==> src/rtl/video_sprite_pkg.sv <==
// Shared constants and types for the sprite overlay block.
package video_sprite_pkg;

  localparam int unsigned SPR_DW     = 12;
  localparam int unsigned SPR_SW_LOG = 5;
  localparam int unsigned SPR_SH_LOG = 5;
  localparam int unsigned SPR_CW     = 11;
  localparam int unsigned SPR_AW     = SPR_SW_LOG + SPR_SH_LOG;

  localparam logic [1:0] SPR_REG_X0  = 2'd0;
  localparam logic [1:0] SPR_REG_Y0  = 2'd1;
  localparam logic [1:0] SPR_REG_EN  = 2'd2;
  localparam logic [1:0] SPR_REG_KEY = 2'd3;

  typedef logic [SPR_DW-1:0] rgb_t;

endpackage

==> src/rtl/video_sprite_render_if.sv <==
// Control, pixel stream and sprite RAM read signals of the sprite overlay.
interface video_sprite_render_if
  import video_sprite_pkg::*;
#(
  parameter int unsigned AW = SPR_AW,
  parameter int unsigned DW = SPR_DW,
  parameter int unsigned CW = SPR_CW
) ();

  logic          ctrl_we;
  logic [1:0]    ctrl_addr;
  logic [15:0]   ctrl_wdata;
  logic          src_vld;
  logic [CW-1:0] src_hc;
  logic [CW-1:0] src_vc;
  logic [DW-1:0] src_rgb;
  logic [AW-1:0] ram_addr_r;
  logic [DW-1:0] ram_dout;
  logic          dst_vld;
  logic [DW-1:0] dst_rgb;

  modport master (
    output ctrl_we, ctrl_addr, ctrl_wdata, src_vld, src_hc, src_vc, src_rgb, ram_dout,
    input  ram_addr_r, dst_vld, dst_rgb
  );

  modport slave (
    input  ctrl_we, ctrl_addr, ctrl_wdata, src_vld, src_hc, src_vc, src_rgb, ram_dout,
    output ram_addr_r, dst_vld, dst_rgb
  );

endinterface

==> src/rtl/video_sprite_ctrl.sv <==
// Sprite control registers: staging bank written by software, active bank
// loaded from staging only at frame start so the sprite never tears.
module video_sprite_ctrl
  import video_sprite_pkg::*;
#(
  parameter int unsigned CW = SPR_CW,
  parameter int unsigned DW = SPR_DW
) (
  input  logic          clk,
  input  logic          rst,
  input  logic          ctrl_we,
  input  logic [1:0]    ctrl_addr,
  input  logic [15:0]   ctrl_wdata,
  input  logic          frame_start,
  output logic [CW-1:0] x0,
  output logic [CW-1:0] y0,
  output logic          en,
  output logic [DW-1:0] key
);

  logic [CW-1:0] stg_x0;
  logic [CW-1:0] stg_y0;
  logic          stg_en;
  logic [DW-1:0] stg_key;
  logic          wdata_unused;

  assign wdata_unused = ^ctrl_wdata;

  always_ff @(posedge clk) begin
    if (rst) begin
      stg_x0  <= '0;
      stg_y0  <= '0;
      stg_en  <= 1'b0;
      stg_key <= '0;
      x0      <= '0;
      y0      <= '0;
      en      <= 1'b0;
      key     <= '0;
    end else begin
      if (ctrl_we) begin
        case (ctrl_addr)
          SPR_REG_X0:  stg_x0  <= ctrl_wdata[CW-1:0];
          SPR_REG_Y0:  stg_y0  <= ctrl_wdata[CW-1:0];
          SPR_REG_EN:  stg_en  <= ctrl_wdata[0];
          default:     stg_key <= ctrl_wdata[DW-1:0];
        endcase
      end
      // Same-cycle writes land in staging only and wait for the next frame
      if (frame_start) begin
        x0  <= stg_x0;
        y0  <= stg_y0;
        en  <= stg_en;
        key <= stg_key;
      end
    end
  end

endmodule

==> src/rtl/video_sprite_render.sv <==
// Overlays a 2^SW_LOG x 2^SH_LOG sprite with colour-key transparency onto the
// pixel stream; fixed 3-cycle latency, no backpressure.
module video_sprite_render
  import video_sprite_pkg::*;
#(
  parameter int unsigned AW     = SPR_AW,
  parameter int unsigned DW     = SPR_DW,
  parameter int unsigned SW_LOG = SPR_SW_LOG,
  parameter int unsigned SH_LOG = SPR_SH_LOG,
  parameter int unsigned CW     = SPR_CW
) (
  input logic            clk,
  input logic            rst,
  video_sprite_render_if.slave bus
);

  localparam int unsigned XW = CW + 1;

  logic [CW-1:0]     x0;
  logic [CW-1:0]     y0;
  logic              en;
  logic [DW-1:0]     key;
  logic              frame_start_c;
  logic [XW-1:0]     x_end_c;
  logic [XW-1:0]     y_end_c;
  logic              hit_c;
  logic [SW_LOG-1:0] dx_c;
  logic [SH_LOG-1:0] dy_c;

  logic              s1_vld;
  logic              s1_hit;
  logic [DW-1:0]     s1_rgb;
  logic              s2_vld;
  logic              s2_hit;
  logic [DW-1:0]     s2_rgb;

  assign frame_start_c = bus.src_vld && (bus.src_hc == '0) && (bus.src_vc == '0);

  video_sprite_ctrl #(.CW(CW), .DW(DW)) u_ctrl (
    .clk         (clk),
    .rst         (rst),
    .ctrl_we     (bus.ctrl_we),
    .ctrl_addr   (bus.ctrl_addr),
    .ctrl_wdata  (bus.ctrl_wdata),
    .frame_start (frame_start_c),
    .x0          (x0),
    .y0          (y0),
    .en          (en),
    .key         (key)
  );

  // Window test: upper bound in CW+1 bits so a window past the edge clips
  always_comb begin
    x_end_c = {1'b0, x0} + (XW'(1) << SW_LOG);
    y_end_c = {1'b0, y0} + (XW'(1) << SH_LOG);
    hit_c   = en
              && (bus.src_hc >= x0) && ({1'b0, bus.src_hc} < x_end_c)
              && (bus.src_vc >= y0) && ({1'b0, bus.src_vc} < y_end_c);
    dx_c    = SW_LOG'(bus.src_hc - x0);
    dy_c    = SH_LOG'(bus.src_vc - y0);
  end

  always_ff @(posedge clk) begin
    if (rst) begin
      s1_vld         <= 1'b0;
      s1_hit         <= 1'b0;
      s1_rgb         <= '0;
      s2_vld         <= 1'b0;
      s2_hit         <= 1'b0;
      s2_rgb         <= '0;
      bus.ram_addr_r <= '0;
      bus.dst_vld    <= 1'b0;
      bus.dst_rgb    <= '0;
    end else begin
      s1_vld <= bus.src_vld;
      s1_hit <= hit_c && bus.src_vld;
      s1_rgb <= bus.src_rgb;
      if (hit_c) begin
        bus.ram_addr_r <= AW'({dy_c, dx_c});
      end
      // Stage 1 only delays, matching the RAM read latency
      s2_vld <= s1_vld;
      s2_hit <= s1_hit;
      s2_rgb <= s1_rgb;
      bus.dst_vld <= s2_vld;
      if (!s2_vld) begin
        bus.dst_rgb <= '0;
      end else if (s2_hit && (bus.ram_dout != key)) begin
        bus.dst_rgb <= bus.ram_dout;
      end else begin
        bus.dst_rgb <= s2_rgb;
      end
    end
  end

endmodule

==> src/flat_wrapper.sv <==
// flat-port wrapper written by rule: the top's interface ports become plain ports
module video_sprite_render_flat import video_sprite_pkg::*;
#(
  parameter int unsigned AW     = SPR_AW,
  parameter int unsigned DW     = SPR_DW,
  parameter int unsigned SW_LOG = SPR_SW_LOG,
  parameter int unsigned SH_LOG = SPR_SH_LOG,
  parameter int unsigned CW     = SPR_CW
)
  (clk, rst, bus_ctrl_we, bus_ctrl_addr, bus_ctrl_wdata, bus_src_vld, bus_src_hc, bus_src_vc, bus_src_rgb, bus_ram_dout, bus_ram_addr_r, bus_dst_vld, bus_dst_rgb);
  video_sprite_render_if #(.AW(AW), .DW(DW), .CW(CW)) bus_i ();
  input logic clk;
  input logic rst;
  input wire logic [$bits(bus_i.ctrl_we)-1:0] bus_ctrl_we;
  input wire logic [$bits(bus_i.ctrl_addr)-1:0] bus_ctrl_addr;
  input wire logic [$bits(bus_i.ctrl_wdata)-1:0] bus_ctrl_wdata;
  input wire logic [$bits(bus_i.src_vld)-1:0] bus_src_vld;
  input wire logic [$bits(bus_i.src_hc)-1:0] bus_src_hc;
  input wire logic [$bits(bus_i.src_vc)-1:0] bus_src_vc;
  input wire logic [$bits(bus_i.src_rgb)-1:0] bus_src_rgb;
  input wire logic [$bits(bus_i.ram_dout)-1:0] bus_ram_dout;
  output wire logic [$bits(bus_i.ram_addr_r)-1:0] bus_ram_addr_r;
  output wire logic [$bits(bus_i.dst_vld)-1:0] bus_dst_vld;
  output wire logic [$bits(bus_i.dst_rgb)-1:0] bus_dst_rgb;
  assign bus_i.ctrl_we = bus_ctrl_we;
  assign bus_i.ctrl_addr = bus_ctrl_addr;
  assign bus_i.ctrl_wdata = bus_ctrl_wdata;
  assign bus_i.src_vld = bus_src_vld;
  assign bus_i.src_hc = bus_src_hc;
  assign bus_i.src_vc = bus_src_vc;
  assign bus_i.src_rgb = bus_src_rgb;
  assign bus_i.ram_dout = bus_ram_dout;
  assign bus_ram_addr_r = bus_i.ram_addr_r;
  assign bus_dst_vld = bus_i.dst_vld;
  assign bus_dst_rgb = bus_i.dst_rgb;
  video_sprite_render #(.AW(AW), .DW(DW), .SW_LOG(SW_LOG), .SH_LOG(SH_LOG), .CW(CW)) u_core (.clk(clk), .rst(rst), .bus(bus_i));
endmodule
==> config.mk <==
export PLATFORM = sky130hd
export DESIGN_NAME = video_sprite_render_flat
export DESIGN_NICKNAME = d
export VERILOG_FILES = /design/src/rtl/video_sprite_pkg.sv /design/src/rtl/video_sprite_render_if.sv /design/src/rtl/video_sprite_ctrl.sv /design/src/rtl/video_sprite_render.sv /design/src/flat_wrapper.sv
export SDC_FILE = /design/constraint.sdc
export NUM_CORES = 1
export LEC_CHECK = 0
export ABC_CLOCK_PERIOD_IN_PS = 2800
export CAP_MARGIN = 25
export CORE_MARGIN = 8
export CORE_UTILIZATION = 53
export CTS_CLUSTER_SIZE = 28
export DETAILED_ROUTE_END_ITERATION = 8
export PLACE_DENSITY = 0.88
export RECOVER_POWER = 50
export SETUP_SLACK_MARGIN = 0.3
export SLEW_MARGIN = 20
export SYNTH_ARGS = -nofsm -noshare
export SYNTH_HDL_FRONTEND = slang
export SYNTH_SLANG_ARGS = --single-unit
export TNS_END_PERCENT = 5
==> constraint.sdc <==
create_clock -name clk -period 2.8 [get_ports clk]
set_input_delay 0.56 -clock clk [delete_from_list [all_inputs] [get_ports clk]]
set_output_delay 0.56 -clock clk [all_outputs]
set_load 0.05 [all_outputs]
==> results of run 1 <==
==> metal layers <==
metal  GRT usage [%]  vias up  part of all wire (%)
met2           40.37      159                    51
li1                -     2167                     -
met1           25.45     2208                    40
met4           10.49        0                   3.1
met3           5.798       51                   5.8
met5               0        -                     0
==> area by class of cell <==
| class | instances | area [um^2] |
|---|---|---|
| clock buffers | 18 | 417.9 |
| clock inverters | 14 | 185.2 |
| fillers | 697 | 2716 |
| inverters | 31 | 118.9 |
| multi-input cells | 387 | 2893 |
| flip-flops and latches | 121 | 2445 |
| well taps | 136 | 170.2 |
| repair buffers | 124 | 1146 |
==> timing repair <==
item                                    in CTS  in global routing
hold buffers                                 0                  0
buffers inserted                             3                  5
pin swaps                                    6                 12
resized for setup                           15                 23
endpoints found under the setup margin      11                 11
==> metrics by stage <==
| stage | total power [uW] | cells | utilization (%) | hold WS (ns) | TNS [ns] |
|---|---|---|---|---|---|
| floorplan | 1965 | 560 | - | 0.4138 | 0 |
| global placement | 2132 | 791 | 65.30 | 0.4170 | -1.667 |
| detailed placement | 2146 | 791 | 65.30 | 0.4223 | -2.405 |
| CTS | 4352 | 826 | 71.98 | 0.3727 | 0 |
| global route | 4478 | 831 | 73.08 | 0.4017 | 0 |
| finish | 4359 | 831 | 73.08 | 0.3981 | 0 |
==> path summary, 6_finish.rpt <==
check / startpoint / depth (start not counted) / end / slack [ns]
hold / removal: rst / 2 / u_core.bus.ram_addr_r[6] / 0.40
hold reg to reg: u_core.s1_rgb[9] / 1 / u_core.s2_rgb[9] / 0.44
setup / recovery: bus_ram_dout[0] / 7 / u_core.bus.dst_rgb[3] / 0.26
setup reg to reg: u_core.u_ctrl.x0[5] / 11 / u_core.bus.ram_addr_r[1] / 0.31
==> cell usage after synthesis, types with 5 or more instances <==
library cell  instances  area share [%]
ha_1                 36             8.3
nor4_1                5            0.58
nor2_1               79             5.5
xnor2_1              23             3.7
mux2i_1              74              14
nand2_1              40             2.8
nor2b_1              32             3.7
inv_1                25             1.7
a211oi_1              6            0.83
nand4_1               7            0.81
o21ai_0               7            0.65
a21oi_1              22             2.0
nand3_1               8            0.74
dfxtp_1             121              45
nor3_1                6            0.56
clkbuf_1             12            0.83
==> power by group through the flow <==
stage / logic [uW] / clock network [uW] / registers (uW)
3_3_place_gp: 325 / 0 / 1810
6_report: 361 / 2230 / 1770
4_1_cts: 350 / 2230 / 1770
2_1_floorplan: 156 / 0 / 1810
3_5_place_dp: 337 / 0 / 1810
5_1_grt: 389 / 2320 / 1770
==> registers in the layout (all words and copies together), names as in the netlist, 10 cells and up <==
register / flops
u_core.u_ctrl.key: 12
u_core.s1_rgb: 12
u_core.u_ctrl.stg_x0: 11
u_core.bus.ram_addr_r: 10
u_core.bus.dst_rgb: 12
u_core.u_ctrl.x0: 11
u_core.u_ctrl.y0: 11
u_core.s2_rgb: 12
u_core.u_ctrl.stg_y0: 11
u_core.u_ctrl.stg_key: 12
==> worst max-delay path, delay by kind of cell <==
kind	cells	cell delay, ns
AO/OA/AOI/OAI	1	0.25
XOR/XNOR	1	0.31
buffers and inverters	2	1.27
multiplexers	1	0.30
AND/OR/NAND/NOR	2	0.24
==> cells in the final DEF, fill, tap and decap left out, drive strengths merged, types with 6 or more instances in the layout <==
| cell | n |
|---|---|
| nand3 | 9 |
| nor2 | 79 |
| mux2i | 74 |
| ha | 36 |
| a21oi | 22 |
| nor2b | 32 |
| clkbuf | 21 |
| dfxtp | 121 |
| nand4 | 8 |
| inv | 37 |
| nand2 | 40 |
| nor3 | 6 |
| a211oi | 6 |
| o21ai | 10 |
| buf | 36 |
| xnor2 | 23 |
| clkdlybuf4s50 | 83 |
==> cells by family after synthesis <==
| group | synth area share (%) |
|---|---|
| and+or+nand+nor | 16.30 |
| DFF | 44.89 |
| muxes | 14.28 |
| AOI/OAI and AO/OA | 7.605 |
| buffers and inverters | 3.779 |
| adders and majority gates | 9.089 |
| xor gates and xnor gates | 4.058 |
==> results.py, run 1 <==
metrics = {
    "sta": {
        "slew_headroom_pct": -35.24,
        "fmax_mhz": 394.1,
        "skew_ns": 0.006971,
        "finalHoldViolations": 0,
        "min_period_ns": 2.537,
        "setup_viol": 0,
        "timing.final.ws_setup_ns": 0.2628,
        "rsz0062_at_grt": "true",
        "fin_crit_sh_pct": 90.62,
        "worst_pin_slew_ns": 2.029,
        "drv_slew": 98,
    },
    "clock_network": {
        "clk_pin_slew_ns": 0.06,
        "cts_made_buffers": 17,
        "cts_root_buf": "clkbuf_8",
        "cts_sinks": 121,
        "clock_path_buffers": 2,
        "cts-htree-levels": 4,
        "tritoncts": "yes",
        "clock_latency_ns": 0.52,
    },
    "setup_path": {
        "max_stage_delay_ns": 0.66,
        "crit_path_top_delay_cell": "clkbuf_1",
        "worstPathRequired_ns": 3.20,
        "cp.arrival_ns": 2.94,
        "path_class": "in2reg",
        "worstPathMaxFanout": 12,
        "cp-start-kind": "primary input",
        "critical_path.cell_chain": "dlygate4sd3_1 > xnor2_1 > nand4_1 > o31ai_2 > clkbuf_1 > mux2i_1 > nor2_1",
        "worst_setup_path_end_kind": "register",
    },
    "synth": {
        "syn_nets": 666,
        "synth_edf_count": 0,
        "ys_seq_area_share_pct": 44.89,
        "ys_types": 45,
        "ys_seq_elements": 121,
        "yosys_most_used_dff": "dfxtp_1",
        "synth_warnings": 0,
        "netlist_instances": 560,
        "syn_area_um2": 5396,
        "synthArstFlopShare_pct": 0,
        "syn_avg_cell_area_um2": 9.636,
    },
    "pwr": {
        "clockPowerShare_pct": 51.1,
        "swShare_pct": 23.97,
        "p_leak_uw": 0.002883,
        "power_frac_seq_pct": 40.6,
        "ir_worst_vdd_uv": 392.2,
        "p_sw_uw": 1045,
        "power_density_nw_per_um2": 590.9,
        "power_frac_comb_pct": 8.3,
        "internal_power_uw": 3314,
    },
    "global_route": {
        "grt.overflow.total": 0,
        "grt_pass1_vias": 4747,
        "grt_start_max_net_pins": 50,
        "grt_pass1_wl_mm": 23.87,
        "antenna_found_initial": 0,
        "grt.total_usage_pct": 22.90,
    },
    "drt": {
        "drtPass1Iterations": 4,
        "vias": 4585,
        "first_iter_violations": 294,
        "wl_per_cell_um": 18.53,
        "drt_wl_total_mm": 15.40,
        "antenna_left": 0,
        "avgViaCountPerCell": 5.517,
        "drc": 0,
    },
    "finish": {
        "layout-area-overhead-vs-synth_pct": 36.68,
        "num-nets-final": 788,
        "n_antenna_cell": 0,
        "design_area_um2": 7376,
        "drive_gt1_share_pct": 15.54,
    },
    "run": {
        "maxCapViolations": 2,
    },
    "placement": {
        "place_ws_ns": -0.2798,
        "placed_cell_area_um2": 6590,
        "port_buffers": 86,
        "dp_hpwl_mm": 10.31,
        "gp_congestion": 0.9126,
    },
    "floorplanning": {
        "fp.dieW_um": 116.9,
        "die_y_um": 116.9,
        "initial_core_util_pct": 53.47,
        "die_area_um2": 13670,
        "io_pins": 91,
        "rows": 37,
        "core_area_um2": 10090,
    },
    "run_status": {
        "outcome": "finished with violations",
        "violations": "capacitance limit, slew limit",
    },
    "worst_hold_path": {
        "hp-class": "in2reg",
    },
}
Power figures use the tool's default switching activity.
==> run 2, diff against run 1 <==
Settings changed: CORE_UTILIZATION 53 to 54, PLACE_DENSITY 0.88 to 0.89, SYNTH_HIERARCHICAL set to 1.
==> results.py, run 2 <==
metrics = {
    "finish": {
        "final_common_cell": "dfxtp_1",
        "layout-area-overhead-vs-synth_pct": 31.99,
        "num-nets-final": 780,
        "drive_gt1_share_pct": 13.39,
        "final_cell_mix": "117 x dfxtp_1, 84 x clkdlybuf4s50_1, 82 x mux2i_1, 53 x nor2_1, 51 x nand2b_1",
        "register_area_um2": 2427,
        "fillers": 653,
        "n_antenna_cell": 0,
        "design_area_um2": 7418,
        "multi_input_area_um2": 3079,
    },
    "clock_network": {
        "cts_hold_buffers": 0,
        "cts_made_buffers": 17,
        "clock_path_buffers": 2,
        "cts_sinks": 121,
        "clk_pin_slew_ns": 0.06,
        "cts_root_buf": "clkbuf_8",
        "cts-htree-levels": 4,
        "clock_latency_ns": 0.52,
        "tritoncts": "yes",
    },
    "synth": {
        "netlist_top_cells_area": "dfxtp_1 43%, mux2i_1 15%, ha_1 8.0%",
        "syn_area_um2": 5620,
        "synth_edf_count": 0,
        "synth_most_common_cell": "dfxtp_1",
        "synth_warnings": 6,
        "netlist_instances": 565,
        "ys_seq_area_share_pct": 43.10,
        "syn_nets": 671,
        "ys_seq_elements": 121,
        "netlist_top_cells_count": "121 x dfxtp_1, 82 x mux2i_1, 54 x nor2_1, 52 x nand2b_1, 36 x ha_1",
        "syn_avg_cell_area_um2": 9.948,
        "synthArstFlopShare_pct": 0,
        "synth_top_area_cell": "dfxtp_1",
        "ys_types": 42,
        "synth_top_area_share_pct": 43.10,
        "yosys_most_used_dff": "dfxtp_1",
    },
    "placement": {
        "port_buffers": 86,
        "placed_cell_area_um2": 6745,
        "gp_congestion": 0.8636,
        "dp_hpwl_mm": 9.955,
    },
    "setup_path": {
        "worstPathMaxFanout": 6,
        "cp.arrival_ns": 2.97,
        "timing.rr.end": "u_core/bus.ram_addr_r[7]",
        "rrSetupSlack_ns": 0.18,
        "worst_setup_path_end_kind": "register",
        "reg2reg_depth": 11,
        "path_class": "reg2reg",
        "cp-start-kind": "register",
        "worstPathRequired_ns": 3.15,
        "timing.rr.start": "u_core/u_ctrl/y0[7]",
    },
    "global_route": {
        "grt_start_max_net_pins": 101,
        "antenna_found_initial": 0,
        "grt.total_usage_pct": 20.83,
        "grt.overflow.total": 0,
        "grt_pass1_vias": 4830,
        "grt_pass1_wl_mm": 23.51,
    },
    "drt": {
        "antenna_left": 0,
        "vias": 4491,
        "drt_wl_total_mm": 14.65,
        "wl_per_cell_um": 17.80,
        "drtPass1Iterations": 5,
        "first_iter_violations": 350,
        "avgViaCountPerCell": 5.457,
        "drc": 0,
    },
    "floorplanning": {
        "io_pins": 91,
        "initial_core_util_pct": 54.93,
        "fp.dieW_um": 118.0,
        "core_area_um2": 10230,
        "die_area_um2": 13930,
        "die_y_um": 118.0,
        "rows": 37,
    },
    "sta": {
        "drv_slew": 101,
        "rsz0062_at_grt": "true",
        "min_period_ns": 2.623,
        "fin_crit_sh_pct": 93.69,
        "worst_pin_slew_ns": 1.595,
        "skew_ns": 0.007810,
        "setup_viol": 0,
        "fmax_mhz": 381.2,
        "whs_ns": 0.4377,
        "slew_headroom_pct": -6.324,
        "finalHoldViolations": 0,
    },
    "pwr": {
        "p_sw_uw": 1050,
        "p_leak_uw": 0.002902,
        "power_frac_seq_pct": 42.1,
        "internal_power_uw": 3159,
        "power_frac_comb_pct": 8.5,
        "power_density_nw_per_um2": 567.5,
        "swShare_pct": 24.95,
        "clockPowerShare_pct": 49.3,
        "finalPower_uw": 4210,
        "ir_worst_vdd_uv": 394.5,
    },
    "worst_hold_path": {
        "hp-class": "reg2reg",
        "holdCritStartpoint": "u_core/s1_rgb[6]",
        "hold_depth": 1,
        "hold_end": "u_core/s2_rgb[6]",
    },
    "run_status": {
        "violations": "capacitance limit, slew limit",
        "outcome": "finished with violations",
    },
    "run": {
        "maxCapViolations": 1,
    },
}
-- run 2: worst max-delay path by stage --
stage | from | to
floorplan | bus_src_vc[0] | u_core/bus.ram_addr_r[2]
global placement | bus_src_vc[0] | u_core/bus.ram_addr_r[2]
detailed placement | bus_src_vc[0] | u_core/bus.ram_addr_r[0]
CTS | bus_src_vc[0] | u_core/bus.ram_addr_r[0]
global route | u_core/u_ctrl/y0[7] | u_core/bus.ram_addr_r[7]
finish | u_core/u_ctrl/y0[7] | u_core/bus.ram_addr_r[7]
-- run 2: stage by stage --
stage	TNS (ns)	util [%]	std cells	worst slack, ns
after floorplan	0	-	565	0.3341
after global placement	-1.670	65.93	789	-0.1850
after detailed placement	-2.590	65.93	789	-0.2725
after CTS	0	71.75	822	0.3046
after global routing	0	72.51	823	0.07049
final	0	72.51	823	0.1766
-- run 2: kinds of logic after synthesis --
group	synth area share (%)
AO/OA/AOI/OAI	8.014
XOR/XNOR	3.584
adder cells (fa/ha/maj)	8.727
buffers and inverters	4.319
flip-flops	43.10
multiplexers	14.60
AND/OR/NAND/NOR	17.65
-- run 2: routing by layer --
layer  part of all wire [%]  GRT usage, %
met5                      0             0
met3                    4.3         5.084
met1                     42         22.94
met2                     51         36.16
met4                    3.0         11.53
-- run 2: worst max-delay path, stage by stage, from the launching register on --
cell and delay, ns:
dfxtp_2 0.41, and3_1 0.21, nand3_1 0.12, xnor2_1 0.15, ha_1 0.30, a21o_1 0.20
a221oi_2 0.28, o31a_2 0.27, o311ai_4 0.14, buf_6 0.17, o21ai_1 0.13, a21oi_1 0.08
-- run 2: power groups by stage --
stage	Sequential, uW	Clock (uW)	Combinational, uW
after detailed placement	1810	0	345
final	1770	2080	358
after global routing	1780	2190	387
after global placement	1810	0	334
after CTS	1770	2110	355
after floorplan	1810	0	174
-- run 2: area by class of cell --
class                           count  area share (%)
Clock buffer                       17           5.583
Clock inverter                     15           2.091
Inverter                           29           1.467
Multi-Input combinational cell    392           41.51
Sequential cell                   121           32.72
Tap cell                          136           2.294
Timing Repair Buffer              113           14.34
-- run 2: what timing repair did --
action / in CTS / in global routing
endpoints found under the setup margin: 10 / 11
cloned: 1 / 0
gates resized for setup: 3 / 21
buffers inserted: 0 / 1
pin swaps: 2 / 9
==> run 3, diff against run 2 <==
Settings changed: CTS_CLUSTER_SIZE 28 to unset.
==> results of run 3 <==
Final layout, timing and power as in run 2 (identical DEF).
